### src/rtl/pipe_stall_ctrl.sv
// pipe_stall_ctrl: pipeline stall, bubble, flush and PC-select control for load-use, fetch-wait, branch and multi-cycle MDU
module pipe_stall_ctrl #(
  parameter int MDU_CYCLES = 8
) (
  input  logic        clk,
  input  logic        clrn,
  input  logic [4:0]  id_rs,
  input  logic [4:0]  id_rt,
  input  logic        id_use_rs,
  input  logic        id_use_rt,
  input  logic [4:0]  ex_rn,
  input  logic        ex_wreg,
  input  logic        ex_m2reg,
  input  logic        id_mdu_start,
  input  logic        id_branch_taken,
  input  logic        imem_ready,
  output logic        wpcir,
  output logic        bubble,
  output logic        flush,
  output logic [1:0]  pcsrc,
  output logic [1:0]  state,
  output logic [15:0] perf_stalls
);
  typedef enum logic [1:0] {BOOT = 2'b00, RUN = 2'b01, MDU_WAIT = 2'b10, BAD = 2'b11} state_t;
  localparam logic [5:0] CNT_LOAD = 6'(MDU_CYCLES - 1);
  state_t     st;
  logic [5:0] cnt;
  logic       load_use, hold, take_br;
  assign load_use = ex_wreg & ex_m2reg & (ex_rn != 5'd0) &
                    ((id_use_rs & (ex_rn == id_rs)) | (id_use_rt & (ex_rn == id_rt)));
  assign state = st;
  // Stall conditions in RUN take precedence over branch and MDU issue
  always_comb begin
    hold    = (st == RUN) & (load_use | ~imem_ready);
    take_br = (st == RUN) & ~hold & id_branch_taken;
    wpcir   = ~(hold | (st == MDU_WAIT));
    bubble  = (st != RUN) | hold;
    flush   = (st == BOOT) | take_br;
    pcsrc   = {1'b0, take_br};
  end
  // State and MDU wait counter; counter value 0 marks the last wait cycle
  always_ff @(posedge clk or negedge clrn) begin
    if (!clrn) begin
      st  <= BOOT;
      cnt <= 6'd0;
    end else begin
      case (st)
        BOOT:     st <= RUN;
        RUN: if (!hold && id_mdu_start) begin
          st  <= MDU_WAIT;
          cnt <= CNT_LOAD;
        end
        MDU_WAIT: if (cnt == 6'd0) st <= RUN; else cnt <= cnt - 6'd1;
        default:  st <= RUN;
      endcase
    end
  end
  // Saturating count of cycles in which the PC was held
  always_ff @(posedge clk or negedge clrn) begin
    if (!clrn) perf_stalls <= 16'd0;
    else if (!wpcir && perf_stalls != 16'hFFFF) perf_stalls <= perf_stalls + 16'd1;
  end
endmodule

### config.mk
export PLATFORM = sky130hd
export DESIGN_NAME = pipe_stall_ctrl
export DESIGN_NICKNAME = d
export VERILOG_FILES = /design/src/rtl/pipe_stall_ctrl.sv
export SDC_FILE = /design/constraint.sdc
export NUM_CORES = 1
export LEC_CHECK = 0
export ABC_CLOCK_PERIOD_IN_PS = 4300
export CAP_MARGIN = 30
export CORE_MARGIN = 2
export CORE_UTILIZATION = 46
export DETAILED_ROUTE_END_ITERATION = 8
export PLACE_DENSITY_LB_ADDON = 0.05
export SYNTH_ARGS = -nofsm -noshare
export SYNTH_HDL_FRONTEND = slang
export SYNTH_SLANG_ARGS = --single-unit
### constraint.sdc
create_clock -name clk -period 4.3 [get_ports clk]
set_clock_uncertainty 0.15 [all_clocks]
set_input_delay 1.29 -clock clk [delete_from_list [all_inputs] [get_ports clk]]
set_output_delay 1.29 -clock clk [all_outputs]
set_load 0.05 [all_outputs]
Yosys cells after proc, flatten, opt, wreduce, memory -nomap -nowiden
Index checks and enable logic that the tools add are counted.
{"block": "word_totals", "regBits": 24, "output_inout_bits": 23, "input_bits": 24, "word_cells": 45}
{"block": "op_classes", "eq_ne": 9, "bitwise": 16, "reduce_logical": 9, "addsub": 2, "n_mux": 6}
{"cell": "$add A16 B1 Y16 const B", "count": 1}
{"cell": "$ne A16 B16 Y1 const B", "count": 1}
{"cell": "$mux W6", "count": 2}
{"cell": "$pmux W6 S2", "count": 1}
{"cell": "$eq A5 B5 Y1", "count": 2}
{"cell": "$and A1 B1 Y1", "count": 8}
{"cell": "$logic_not A6 Y1", "count": 1}
{"cell": "$ne A2 B1 Y1 const B", "count": 3}
{"cell": "$sub A6 B1 Y6 const B", "count": 1}
{"cell": "$or A1 B1 Y1", "count": 5}
{"cell": "$reduce_bool A5 Y1", "count": 1}
{"cell": "$mux W2", "count": 2}
{"cell": "$pmux W2 S2", "count": 1}
{"cell": "$not A1 Y1", "count": 3}
{"cell": "$reduce_and A3 Y1", "count": 1}
{"cell": "$eq A2 B1 Y1 const B", "count": 1}
{"cell": "$eq A2 B2 Y1 const B", "count": 1}
{"cell": "$logic_and A1 B1 Y1", "count": 2}
{"cell": "$logic_not A2 Y1", "count": 1}
{"cell": "$ne A2 B2 Y1 const B", "count": 1}
{"cell": "$reduce_and A2 Y1", "count": 1}
{"cell": "$reduce_bool A2 Y1", "count": 1}
{"cell": "$logic_not A1 Y1", "count": 1}

Depth between registers and ports, before layout
Gate-level depths: netlist of the first run.
{"block": "depth", "depth_word": 10, "depth_mapped": 8, "ltp_nobuf": 8}

Worst setup path after synthesis of the first run
No wires, ideal clock.
{"block": "synth_path", "path_type": "input to output", "startpoint": "in ex_rn[0]", "endpoint": "out flush", "arrival_ns": 3.063, "path_slack_ns": -0.203, "cell_stages": 5, "required_ns": 2.860, "n_path_buf": 0, "cell_sequence": "or3_1 o311a_4 a21boi_4 nand2_1 a21oi_1"}
{"block": "synth_between", "elab_chain_len": 10, "elab_cells_between_ends": 14, "classes_between": "eq/ne (2); bitwise (11); reduce/logical (1)"}
{"element": "start: declaration", "line": "11", "text": "input logic [4:0] ex_rn,"}
{"element": "$eq A5 B5 Y1", "line": "30", "text": "((id_use_rs & (ex_rn == id_rs)) | (id_use_rt & (ex_rn == id_rt)));"}
{"element": "$and A1 B1 Y1", "line": "30"}
{"element": "$or A1 B1 Y1", "line": "30"}
{"element": "$and A1 B1 Y1 (*)", "line": "29", "text": "assign load_use = ex_wreg & ex_m2reg & (ex_rn != 5'd0) &"}
{"element": "$or A1 B1 Y1 (*)", "line": "34", "text": "hold = (st == RUN) & (load_use | ~imem_ready);"}
{"element": "$and A1 B1 Y1 (*)", "line": "34"}
{"element": "$not A1 Y1 (*)", "line": "35", "text": "take_br = (st == RUN) & ~hold & id_branch_taken;"}
{"element": "$and A1 B1 Y1 (*) (2 in a row)", "line": "35"}
{"element": "$or A1 B1 Y1 (*)", "line": "38", "text": "flush = (st == BOOT) | take_br;"}
{"element": "end: declaration", "line": "19", "text": "output logic flush,"}
Every way passes the cells marked *; elsewhere a longest branch is shown, timed or not.

Final worst setup path of the first run
Same ends and word-level chain as after synthesis.

==> summary.md, run 1 <==
| Metric | Value |
|---|---|
| Internal Power | `0.596 mW` |
| Warning count from the yosys run | `0` |
| Largest family of logic cells by synthesized area | `simple AND/OR/NAND/NOR gates` |
| Routed Wire Length | `3570 um` |
| Post-route cell area | `2130 sq um` |
| Wire length of the first global-routing pass | `5950 um` |
| Synth area leader | `dfrtp_1` |
| Slew @ Worst Pin | `1.00 ns` |
| Post-route DRC violation count | `0` |
| Compound-cell area share of the yosys netlist | `12.0%` |
| CTS max path bufs | `2` |
| Clock group share of total power | `10.0%` |
| Worst hold-check slack | `0.340 ns` |
| Simple-gate area share of the yosys netlist | `25.4%` |
| Pin count of the biggest net entering global routing | `20` |
| Syn Std Cell Area | `1490 sq um` |
| Element type at the critical path end | `primary output` |
| Number of global-route vias before repair | `1,384` |
| Critical path launch point type | `primary input` |
| Reg clk slew, reported paths | `0.12 ns` |
| Placed Instances | `243` |
| Final Cycle Share | `98.8%` |
| Final Non-Filler Cells | `247` |
| Async set-reset flop share out of synthesis | `100%` |
| Area contributors post-synth | `dfrtp_1, xor2_1, xnor2_1, nand2_1, nor4_2` |
| Time the final worst path needs with I/O delays and setup | `4.25 ns` |
| Count of final max-slew check failures | `0` |
| Clock sink total | `24` |
| CTS tree | `yes` |
| Standard cell core area | `3050 sq um` |
| Number of buffers inserted by port buffering | `45` |
| Share of the synthesized area in the top cell type | `40.4%` |
| Max transition margin | `32.9%` |
| I/O pins | `47` |
| Number of iterations in the first detailed-routing pass | `4` |
| Sequential area share after synthesis | `40.4%` |
| Required time reported for the critical path endpoint | `2.86 ns` |
| Run status | `completed` |
| Insertion delay of the later-clocked pin in the worst-skew pair | `0.32 ns` |
| Die Span Y | `60.9 um` |
| Worst vdd ir | `0.423 mV` |
| Peak Freq | `235 MHz` |
| GR Util All Layers | `21.3%` |
| Layout cells sized above 1 | `17.2%` |
| Initial DRC Count | `42` |
| Global route total overflow | `0` |
| Initial core utilization | `48.7%` |
| Die Width | `60.9 um` |
| Count of mapped cells out of synthesis | `149` |
| Post-Syn Nets | `176` |
| Static leakage | `0.832 nW` |
| Post-CTS repair timing setup buffer count | `0` |
| Crit-path max FO | `3` |
| Die area | `3710 sq um` |
| Core Rows | `20` |
| Endpoints failing hold | `0` |
| Mean instance size in the synthesized netlist | `9.98 sq um` |
| Setup-failing EPs final | `0` |
| Placer Congestion | `0.813` |
| Post-layout nets | `231` |
| Post-synthesis xor/xnor area fraction | `14.1%` |
| Number of buffers created by CTS | `3` |
| Detailed Place HPWL | `2800 um` |
| Count of state elements after synthesis | `24` |
| Vias | `1,316` |
| # Max-Cap Violations | `0` |
| Synth unique cells | `40` |
| Comb power frac | `56.2%` |
| Root Driver | `clkbuf_4` |
| Class of the tightest hold or removal check | `flip-flop to flip-flop` |
| Total inserted antenna cells | `0` |
| Reported net switching power | `0.594 mW` |
| Number of fillers in the final layout | `242` |
| Proportion of total power due to net switching | `49.9%` |
| Synthesis-to-layout area growth | `43.1%` |
| # hold bufs at CTS | `0` |
| Part of the total power dissipated in sequential elements | `33.8%` |
| Mux cell area share after synthesis | `1.43%` |
| Top FF cell, synth | `dfrtp_1` |
| Count of antenna-violating nets left after detailed routing | `0` |
| Post-synthesis share of cell area spent on full adders, half adders and majority gates | `2.52%` |
| Unrepaired setup endpoints after global routing | `yes` |
| Wirelength per Cell | `14.4 um` |
| Number of synthesized flops with an enable pin | `0` |
| Maximum level of the CTS H-tree | `1` |
| Critical path arrival | `2.81 ns` |
| Post-place instance area | `2080 sq um` |
| Critical path class | `primary input to primary output` |
| Power density relative to cell area | `558 nW/um^2` |
| Drt via density | `5.33` |
| Antenna violations before repair | `0` |
placed cells by master, fill, tap and decap left out, drive strengths merged, types with 2 or more instances in the layout:
master / n
nor2: 12
nor3: 4
nand4: 7
o22ai: 2
buf: 13
or3: 3
clkbuf: 4
dfrtp: 24
xnor2: 11
dlygate4sd2: 3
nand2: 15
clkdlybuf4s50: 36
nor4: 10
a31oi: 6
xor2: 13
o21ai: 3
nand3: 6
o311a: 2
nand2b: 2
ha: 3
a21oi: 4
inv: 5
cells in the mapped netlist (2+ instances only):
library cell	number
nor2_1	12
buf_4	3
xnor2_1	11
o21ai_1	3
or3_1	3
ha_1	3
nand2b_1	2
nor4_1	5
xor2_1	13
nand2_1	15
inv_1	5
a31oi_1	4
nor4_2	4
nor3_1	3
nand4_1	7
a21oi_1	4
nand3_1	6
dfrtp_1	24
metal layers:
layer	up-vias	track usage [%]	wire [um]
met5	-	0	0
met4	0	7.14	28
met3	4	3.84	185
met2	40	37.3	1750
met1	629	26.3	1600
li1	643	-	-
registers in the layout, indices dropped and copies added (netlist names):
register     count
perf_stalls     16
cnt              6
state            2
worst paths after layout:
| path | start | endpoint | slack [ns] | depth (start not counted) |
|---|---|---|---|---|
| max | ex_rn[0] | flush | 0.05 | 7 |
| min | cnt[5] | cnt[5] | 0.34 | 1 |
| max reg2reg | perf_stalls[1] | perf_stalls[1] | 1.32 | 7 |
| min reg2reg | cnt[5] | cnt[5] | 0.34 | 1 |
| max in group asynchronous | clrn | cnt[2] | 2.49 | 2 |
| min in group asynchronous | clrn | perf_stalls[6] | 1.08 | 1 |
power groups by stage:
stage | sequential (mW) | clock, mW | combinational, mW
after floorplan | 0.611 | 0 | 0.219
after global placement | 0.400 | 0 | 0.651
after detailed placement | 0.404 | 0 | 0.666
after CTS | 0.400 | 0.123 | 0.670
after global routing | 0.416 | 0.131 | 0.709
final | 0.402 | 0.119 | 0.669
per-stage QoR:
step | setup slack, ns | util, % | power [mW] | TNS (ns)
CTS | 0.000183 | 69.2 | 1.19 | 0
detailed placement | -0.165 | 68.1 | 1.07 | -0.466
floorplan | 0.0876 | - | 0.830 | 0
global route | -0.00360 | 69.8 | 1.26 | -0.00360
finish | 0.0533 | 69.8 | 1.19 | 0
global placement | -0.144 | 67.2 | 1.05 | -0.461
cell families (layout without fill, tap and decap cells):
logic type               Yosys count  after routing
flip-flops                        24             24
other                              1              1
AO/OA/AOI/OAI                     20             20
buffers and inverters             10             64
multiplexers                       2              2
XOR/XNOR                          24             24
adder cells (fa/ha/maj)            3              3
AND/OR/NAND/NOR                   65             65
repair_timing:
item                                    CTS  global route
endpoints found under the setup margin    4             4
gates resized for setup                   5             5
pin swaps                                 7             9
layout make-up:
| class | instances | area (sq um) | share of cell area (%) |
|---|---|---|---|
| clock buffers | 4 | 36.3 | 1.70 |
| inverters | 6 | 23.8 | 1.12 |
| multi-input cells | 115 | 846 | 39.7 |
| flip-flops and latches | 24 | 601 | 28.2 |
| well taps | 44 | 55.1 | 2.59 |
| repair buffers | 54 | 568 | 26.7 |
critical path, stage by stage:
cell and delay (ns):
dlygate4sd2_1 0.24, or3_1 0.36, o311a_4 0.33, a21boi_4 0.18, nand2_2 0.07, a21oi_2 0.18, buf_12 0.16
Power figures use the tool's default switching activity.
==> run 2, diff against run 1 <==
--- a/config.mk
+++ b/config.mk
@@ -7,8 +7,10 @@
 export LEC_CHECK = 0
 export ABC_CLOCK_PERIOD_IN_PS = 4300
 export CAP_MARGIN = 30
+export CELL_PAD_IN_SITES_DETAIL_PLACEMENT = 0
+export CELL_PAD_IN_SITES_GLOBAL_PLACEMENT = 2
 export CORE_MARGIN = 2
-export CORE_UTILIZATION = 46
+export CORE_UTILIZATION = 28
 export DETAILED_ROUTE_END_ITERATION = 8
 export PLACE_DENSITY_LB_ADDON = 0.05
 export SYNTH_ARGS = -nofsm -noshare
==> run 2 against run 1 <==
Hold slack better by 0.0039 ns. Critical path type unchanged. Worst setup slack better by 0.019 ns. Global-route usage is 8.0 points lower. Sequential power hardly changed. Non-clock buffer count is 2 higher. Fmax is 0.45% higher. Utilization is 28 points lower. Total power is 0.59% higher. Via count is 3.3% lower. Count of clock-buffer cells in the layout is 1 lower. Register-to-register slack better by 0.43 ns. Highest routed layer unchanged. Clock power is 12% higher.
==> summary.md, run 2 (same netlist as run 1, synthesis figures left out) <==
| Metric | Value |
|---|---|
| Critical path arrival | `2.79 ns` |
| Final Non-Filler Cells | `274` |
| Maximum level of the CTS H-tree | `1` |
| Number of iterations in the first detailed-routing pass | `4` |
| Reg area | `601 sq um` |
| Part of the total power dissipated in sequential elements | `33.7%` |
| Static leakage | `0.820 nW` |
| Slew @ Worst Pin | `0.509 ns` |
| Most common cell after layout, fill and taps aside | `clkdlybuf4s50_1` |
| Setup-failing EPs final | `0` |
| Die Width | `76.9 um` |
| Clock sink total | `24` |
| Required time reported for the critical path endpoint | `2.86 ns` |
| Standard cell core area | `5110 sq um` |
| Start point of the worst min-delay path | `cnt[5]` |
| Endpoints failing hold | `0` |
| Share of the core filled with cells in the final layout | `42.1%` |
| CTS tree | `yes` |
| Post-route DRC violation count | `0` |
| Total inserted antenna cells | `0` |
| Number of fillers in the final layout | `529` |
| Count of antenna-violating nets left after detailed routing | `0` |
| Routed Wire Length | `3710 um` |
| Comb power frac | `55.2%` |
| Number of flip-flops under the largest register name | `16` |
| Number of global-route vias before repair | `1,305` |
| Worst hold-check slack | `0.344 ns` |
| Reported net switching power | `0.592 mW` |
| Internal Power | `0.604 mW` |
| Wire length of the first global-routing pass | `6360 um` |
| Die Span Y | `76.9 um` |
| Clock group share of total power | `11.1%` |
| Die area | `5910 sq um` |
| Initial DRC Count | `36` |
| Antenna violations before repair | `0` |
| Root Driver | `clkbuf_8` |
| Core Rows | `26` |
| CTS max path bufs | `2` |
| Crit-path max FO | `4` |
| Unrepaired setup endpoints after global routing | `no` |
| Wirelength per Cell | `13.5 um` |
| Detailed Place HPWL | `2870 um` |
| Critical path launch point type | `primary input` |
| Launch point of the worst path | `ex_rn[0]` |
| Peak Freq | `237 MHz` |
| Reg clk slew, reported paths | `0.08 ns` |
| Run status | `completed` |
| Number of buffers created by CTS | `3` |
| Max transition margin | `66.0%` |
| # Max-Cap Violations | `0` |
| Final Cycle Share | `98.3%` |
| R2r startpoint | `perf_stalls[1]` |
| GR Util All Layers | `13.3%` |
| Initial core utilization | `29.1%` |
| Most frequent cells in the layout | `clkdlybuf4s50_1, dfrtp_1, nand2_1` |
| Synthesis-to-layout area growth | `44.7%` |
| Drt via density | `4.64` |
| Vias | `1,272` |
| Critical path class | `primary input to primary output` |
| Layout cells sized above 1 | `17.2%` |
| Count of final max-slew check failures | `0` |
| # hold bufs at CTS | `0` |
| Flop-to-flop setup slack | `1.75 ns` |
| I/O pins | `47` |
| Placed Instances | `270` |
| Class of the tightest hold or removal check | `flip-flop to flip-flop` |
| Placer Congestion | `0.786` |
| Pin count of the biggest net entering global routing | `25` |
| Proportion of total power due to net switching | `49.5%` |
| Element type at the critical path end | `primary output` |
| Area of the multi-input gates | `841 sq um` |
| Power density relative to cell area | `556 nW/um^2` |
| Insertion delay of the later-clocked pin in the worst-skew pair | `0.27 ns` |
| Time the final worst path needs with I/O delays and setup | `4.23 ns` |
| Largest Register | `perf_stalls` |
| Global route total overflow | `0` |
| Post-layout nets | `233` |
| Worst vdd ir | `0.325 mV` |
| Number of buffers inserted by port buffering | `45` |
[run 2: layout make-up]
class	count	area share (%)
Multi-Input combinational cell	115	39.1
Sequential cell	24	27.9
Timing Repair Buffer	56	25.9
Tap cell	70	4.07
Clock buffer	3	1.92
Inverter	6	1.10
[run 2: power groups by stage]
stage / logic (mW) / registers, mW / clock network (mW)
final: 0.660 / 0.404 / 0.133
after global routing: 0.703 / 0.422 / 0.148
after CTS: 0.667 / 0.405 / 0.140
after detailed placement: 0.664 / 0.407 / 0
after global placement: 0.663 / 0.404 / 0
after floorplan: 0.219 / 0.611 / 0
[run 2: what timing repair did]
action / CTS / global route
cloned: 0 / 0
buffers inserted: 1 / 0
pin swaps: 6 / 6
gates resized for setup: 6 / 4
endpoints found under the setup margin: 4 / 4
[run 2: final timing paths]
kind                                   to  depth (start not counted)
min in group asynchronous  perf_stalls[8]                          2
min                                cnt[5]                          1
max in group asynchronous          cnt[5]                          2
max                                 flush                          7
min reg2reg                        cnt[5]                          1
max reg2reg                perf_stalls[1]                          8
[run 2: metal layers]
layer  part of all wire [%]  routed length (um)  track usage [%]  vias up
met5                      0                   0                0        -
met3                    5.2                 191             2.82        4
met1                     49                1830             18.2      593
li1                       -                   -                -      642
met2                     44                1640             20.8       33
met4                    1.1                  40             4.36        0
[run 2: through the flow]
| step | power (mW) | setup TNS, ns | cell area [sq um] | setup WS [ns] |
|---|---|---|---|---|
| 6_report | 1.20 | 0 | 2150 | 0.0725 |
| 5_1_grt | 1.27 | 0 | 2150 | 0.00790 |
| 4_1_cts | 1.21 | 0 | 2140 | 0.00153 |
| 3_5_place_dp | 1.07 | -0.623 | 2100 | -0.198 |
| 3_3_place_gp | 1.07 | -0.560 | 2100 | -0.169 |
| 2_1_floorplan | 0.830 | 0 | 1490 | 0.0876 |
[run 2: critical path, cell delays in order]
cell and delay [ns]:
clkdlybuf4s15_1 0.18, or3_4 0.39, o311a_4 0.33, a21boi_4 0.20, nand2_2 0.08, a21oi_2 0.18
buf_12 0.15
==> run 3, diff against run 2 <==
--- a/config.mk
+++ b/config.mk
@@ -5,12 +5,12 @@
 export SDC_FILE = /design/constraint.sdc
 export NUM_CORES = 1
 export LEC_CHECK = 0
-export ABC_CLOCK_PERIOD_IN_PS = 4300
+export ABC_CLOCK_PERIOD_IN_PS = 3700
 export CAP_MARGIN = 30
 export CELL_PAD_IN_SITES_DETAIL_PLACEMENT = 0
 export CELL_PAD_IN_SITES_GLOBAL_PLACEMENT = 2
 export CORE_MARGIN = 2
-export CORE_UTILIZATION = 28
+export CORE_UTILIZATION = 25
 export DETAILED_ROUTE_END_ITERATION = 8
 export PLACE_DENSITY_LB_ADDON = 0.05
 export SYNTH_ARGS = -nofsm -noshare
==> constraint.sdc (replaced) <==
create_clock -name clk -period 3.7 [get_ports clk]
set_clock_uncertainty 0.15 [all_clocks]
set_input_delay 1.11 -clock clk [delete_from_list [all_inputs] [get_ports clk]]
set_output_delay 1.11 -clock clk [all_outputs]
set_load 0.05 [all_outputs]
==> run 3 against run 2 <==
The flow now finishes with violations (setup timing). Clock power is 76% higher. Largest cell class unchanged. Flip-flop and latch count stayed put. Count of clock-buffer cells in the layout stayed put. Worst setup slack worse by 0.097 ns. Wire length is 1.8% higher. First-iteration DRC count is 44% higher. Cell area is 3.0% higher.
==> summary.md, run 3 (same netlist as run 1, synthesis figures left out) <==
| Metric | Value |
|---|---|
| Run status | `finished, violations left` |
| Violated checks | `setup timing` |
| # Max-Cap Violations | `0` |
| Peak Freq | `269 MHz` |
| R2r startpoint | `perf_stalls[1]` |
| Clock group share of total power | `15.8%` |
| Die area | `6580 sq um` |
| Number of buffers created by CTS | `3` |
| Required time reported for the critical path endpoint | `2.44 ns` |
| Wirelength per Cell | `13.5 um` |
| Reg clk slew, reported paths | `0.08 ns` |
| Root Driver | `clkbuf_8` |
| Fin worst setup slack | `-0.0241 ns` |
| Global route total overflow | `0` |
| # hold bufs at CTS | `0` |
| Buf+Inv Stages, Crit Path | `3` |
| Maximum level of the CTS H-tree | `1` |
| Number of iterations in the first detailed-routing pass | `4` |
| Standard cell core area | `5850 sq um` |
| Comb power frac | `52.5%` |
| I/O pins | `47` |
| Element type at the critical path end | `primary output` |
| Endpoints failing hold | `0` |
| Die Span Y | `81.1 um` |
| Most common cell after layout, fill and taps aside | `clkdlybuf4s50_1` |
| Core Rows | `28` |
| CTS tree | `yes` |
| Crit-path max FO | `2` |
| Number of flip-flops under the largest register name | `16` |
| Post-place instance area | `2100 sq um` |
| Critical path arrival | `2.46 ns` |
| Vias | `1,298` |
| Final Cycle Share | `101%` |
| Number of global-route vias before repair | `1,304` |
| Reported net switching power | `0.704 mW` |
| Post-route cell area | `2220 sq um` |
| Kind of cell adding the most delay to the critical path | `compound AO/OA/AOI/OAI gates` |
| Pin count of the biggest net entering global routing | `25` |
| GR Util All Layers | `12.2%` |
| Post-route DRC violation count | `0` |
| Static leakage | `0.867 nW` |
| Share of the core filled with cells in the final layout | `37.9%` |
| Initial DRC Count | `52` |
| Count of antenna-violating nets left after detailed routing | `0` |
| Worst hold-check slack | `0.345 ns` |
| Number of buffers inserted by port buffering | `45` |
| Routed Wire Length | `3770 um` |
| Clock sink total | `24` |
| Layout cells sized above 1 | `22.0%` |
| Internal Power | `0.777 mW` |
| Power density relative to cell area | `669 nW/um^2` |
| Insertion delay of the later-clocked pin in the worst-skew pair | `0.27 ns` |
| Slowest cell on crit path | `or3_4` |
| Wire length of the first global-routing pass | `6270 um` |
| Placer Congestion | `0.744` |
| Start point of the worst min-delay path | `cnt[0]` |
| Setup-failing EPs final | `1` |
| Critical path class | `primary input to primary output` |
| Largest stage delay on the critical path | `0.37 ns` |
| Unrepaired setup endpoints after global routing | `yes` |
| Part of the total power dissipated in sequential elements | `31.7%` |
| Max transition margin | `65.7%` |
| Total inserted antenna cells | `0` |
| Most frequent cells in the layout | `clkdlybuf4s50_1, dfrtp_1, nand2_1, xor2_1, nor2_1` |
| Post-layout nets | `233` |
| Initial core utilization | `25.4%` |
| Largest Register | `perf_stalls` |
| CTS max path bufs | `2` |
| Proportion of total power due to net switching | `47.5%` |
| Critical path launch point type | `primary input` |
| Detailed Place HPWL | `2870 um` |
| Cells along the critical path | `buf_6, or3_4, o311a_4, buf_4, a31oi_4, buf_12` |
| Launch point of the worst path | `ex_rn[1]` |
| Count of final max-slew check failures | `0` |
| Antenna violations before repair | `0` |
| Slew @ Worst Pin | `0.513 ns` |
| Synthesis-to-layout area growth | `48.9%` |
| Worst vdd ir | `0.334 mV` |
| Class of the tightest hold or removal check | `flip-flop to flip-flop` |
| Time the final worst path needs with I/O delays and setup | `3.72 ns` |
| Drt via density | `4.64` |
| Final setup TNS | `-0.0241 ns` |
| Die Width | `81.1 um` |
-- run 3: cell count changes in the layout (fill, tap and decap cells not counted), moves of 2 or more --
cell and change:
clkdlybuf4s50_1 -9, xnor2_1 -3, clkdlybuf4s15_1 -3, buf_6 +2
xnor2_2 +3, dlygate4sd2_1 +8
-- run 3: worst paths after layout --
path	endpoint	slack (ns)	cells after the start
min in group asynchronous	perf_stalls[7]	1.05	2
min reg2reg	cnt[0]	0.34	1
max	wpcir	-0.02	6
max in group asynchronous	perf_stalls[1]	2.09	2
min	cnt[0]	0.34	1
max reg2reg	perf_stalls[4]	1.19	7
-- run 3: through the flow --
step / setup slack (ns) / instances / power, mW
2_1_floorplan: 0.0118 / 149 / 0.966
3_3_place_gp: -0.368 / 273 / 1.24
3_5_place_dp: -0.379 / 273 / 1.25
4_1_cts: -0.0896 / 281 / 1.49
5_1_grt: -0.0559 / 280 / 1.57
6_report: -0.0241 / 280 / 1.48
-- run 3: repair_timing --
action	CTS	global route
resized for setup	27	8
pin swaps	16	10
setup buffers	4	0
setup endpoints to repair	4	4
-- run 3: metal layers --
metal | track usage, % | wire length (um)
met1 | 17.2 | 1770
met5 | 0 | 0
met3 | 2.89 | 249
met2 | 18.9 | 1730
met4 | 3.05 | 21
-- run 3: power by group through the flow --
stage	clock, mW	sequential [mW]	combinational, mW
floorplan	0	0.711	0.256
finish	0.234	0.470	0.778
global route	0.252	0.489	0.826
CTS	0.242	0.471	0.777
detailed placement	0	0.476	0.774
global placement	0	0.472	0.772
-- run 3: area by class of cell --
cell class / instances / area [sq um]
Clock buffer: 3 / 41.3
Clock inverter: 1 / 30.0
Fill cell: 599 / 3630
Inverter: 6 / 23.8
Tap cell: 75 / 93.8
Timing Repair Buffer: 56 / 548
Sequential cell: 24 / 601
Multi-Input combinational cell: 115 / 878
-- run 3: worst reg2reg max path, delay by kind of cell, from the launching register on --
kind                       cells  cell delay, ns
xor gates and xnor gates       1            0.15
DFF                            1            0.46
and+or+nand+nor                4            1.09
adders and majority gates      1            0.28
buffers and inverters          1            0.27
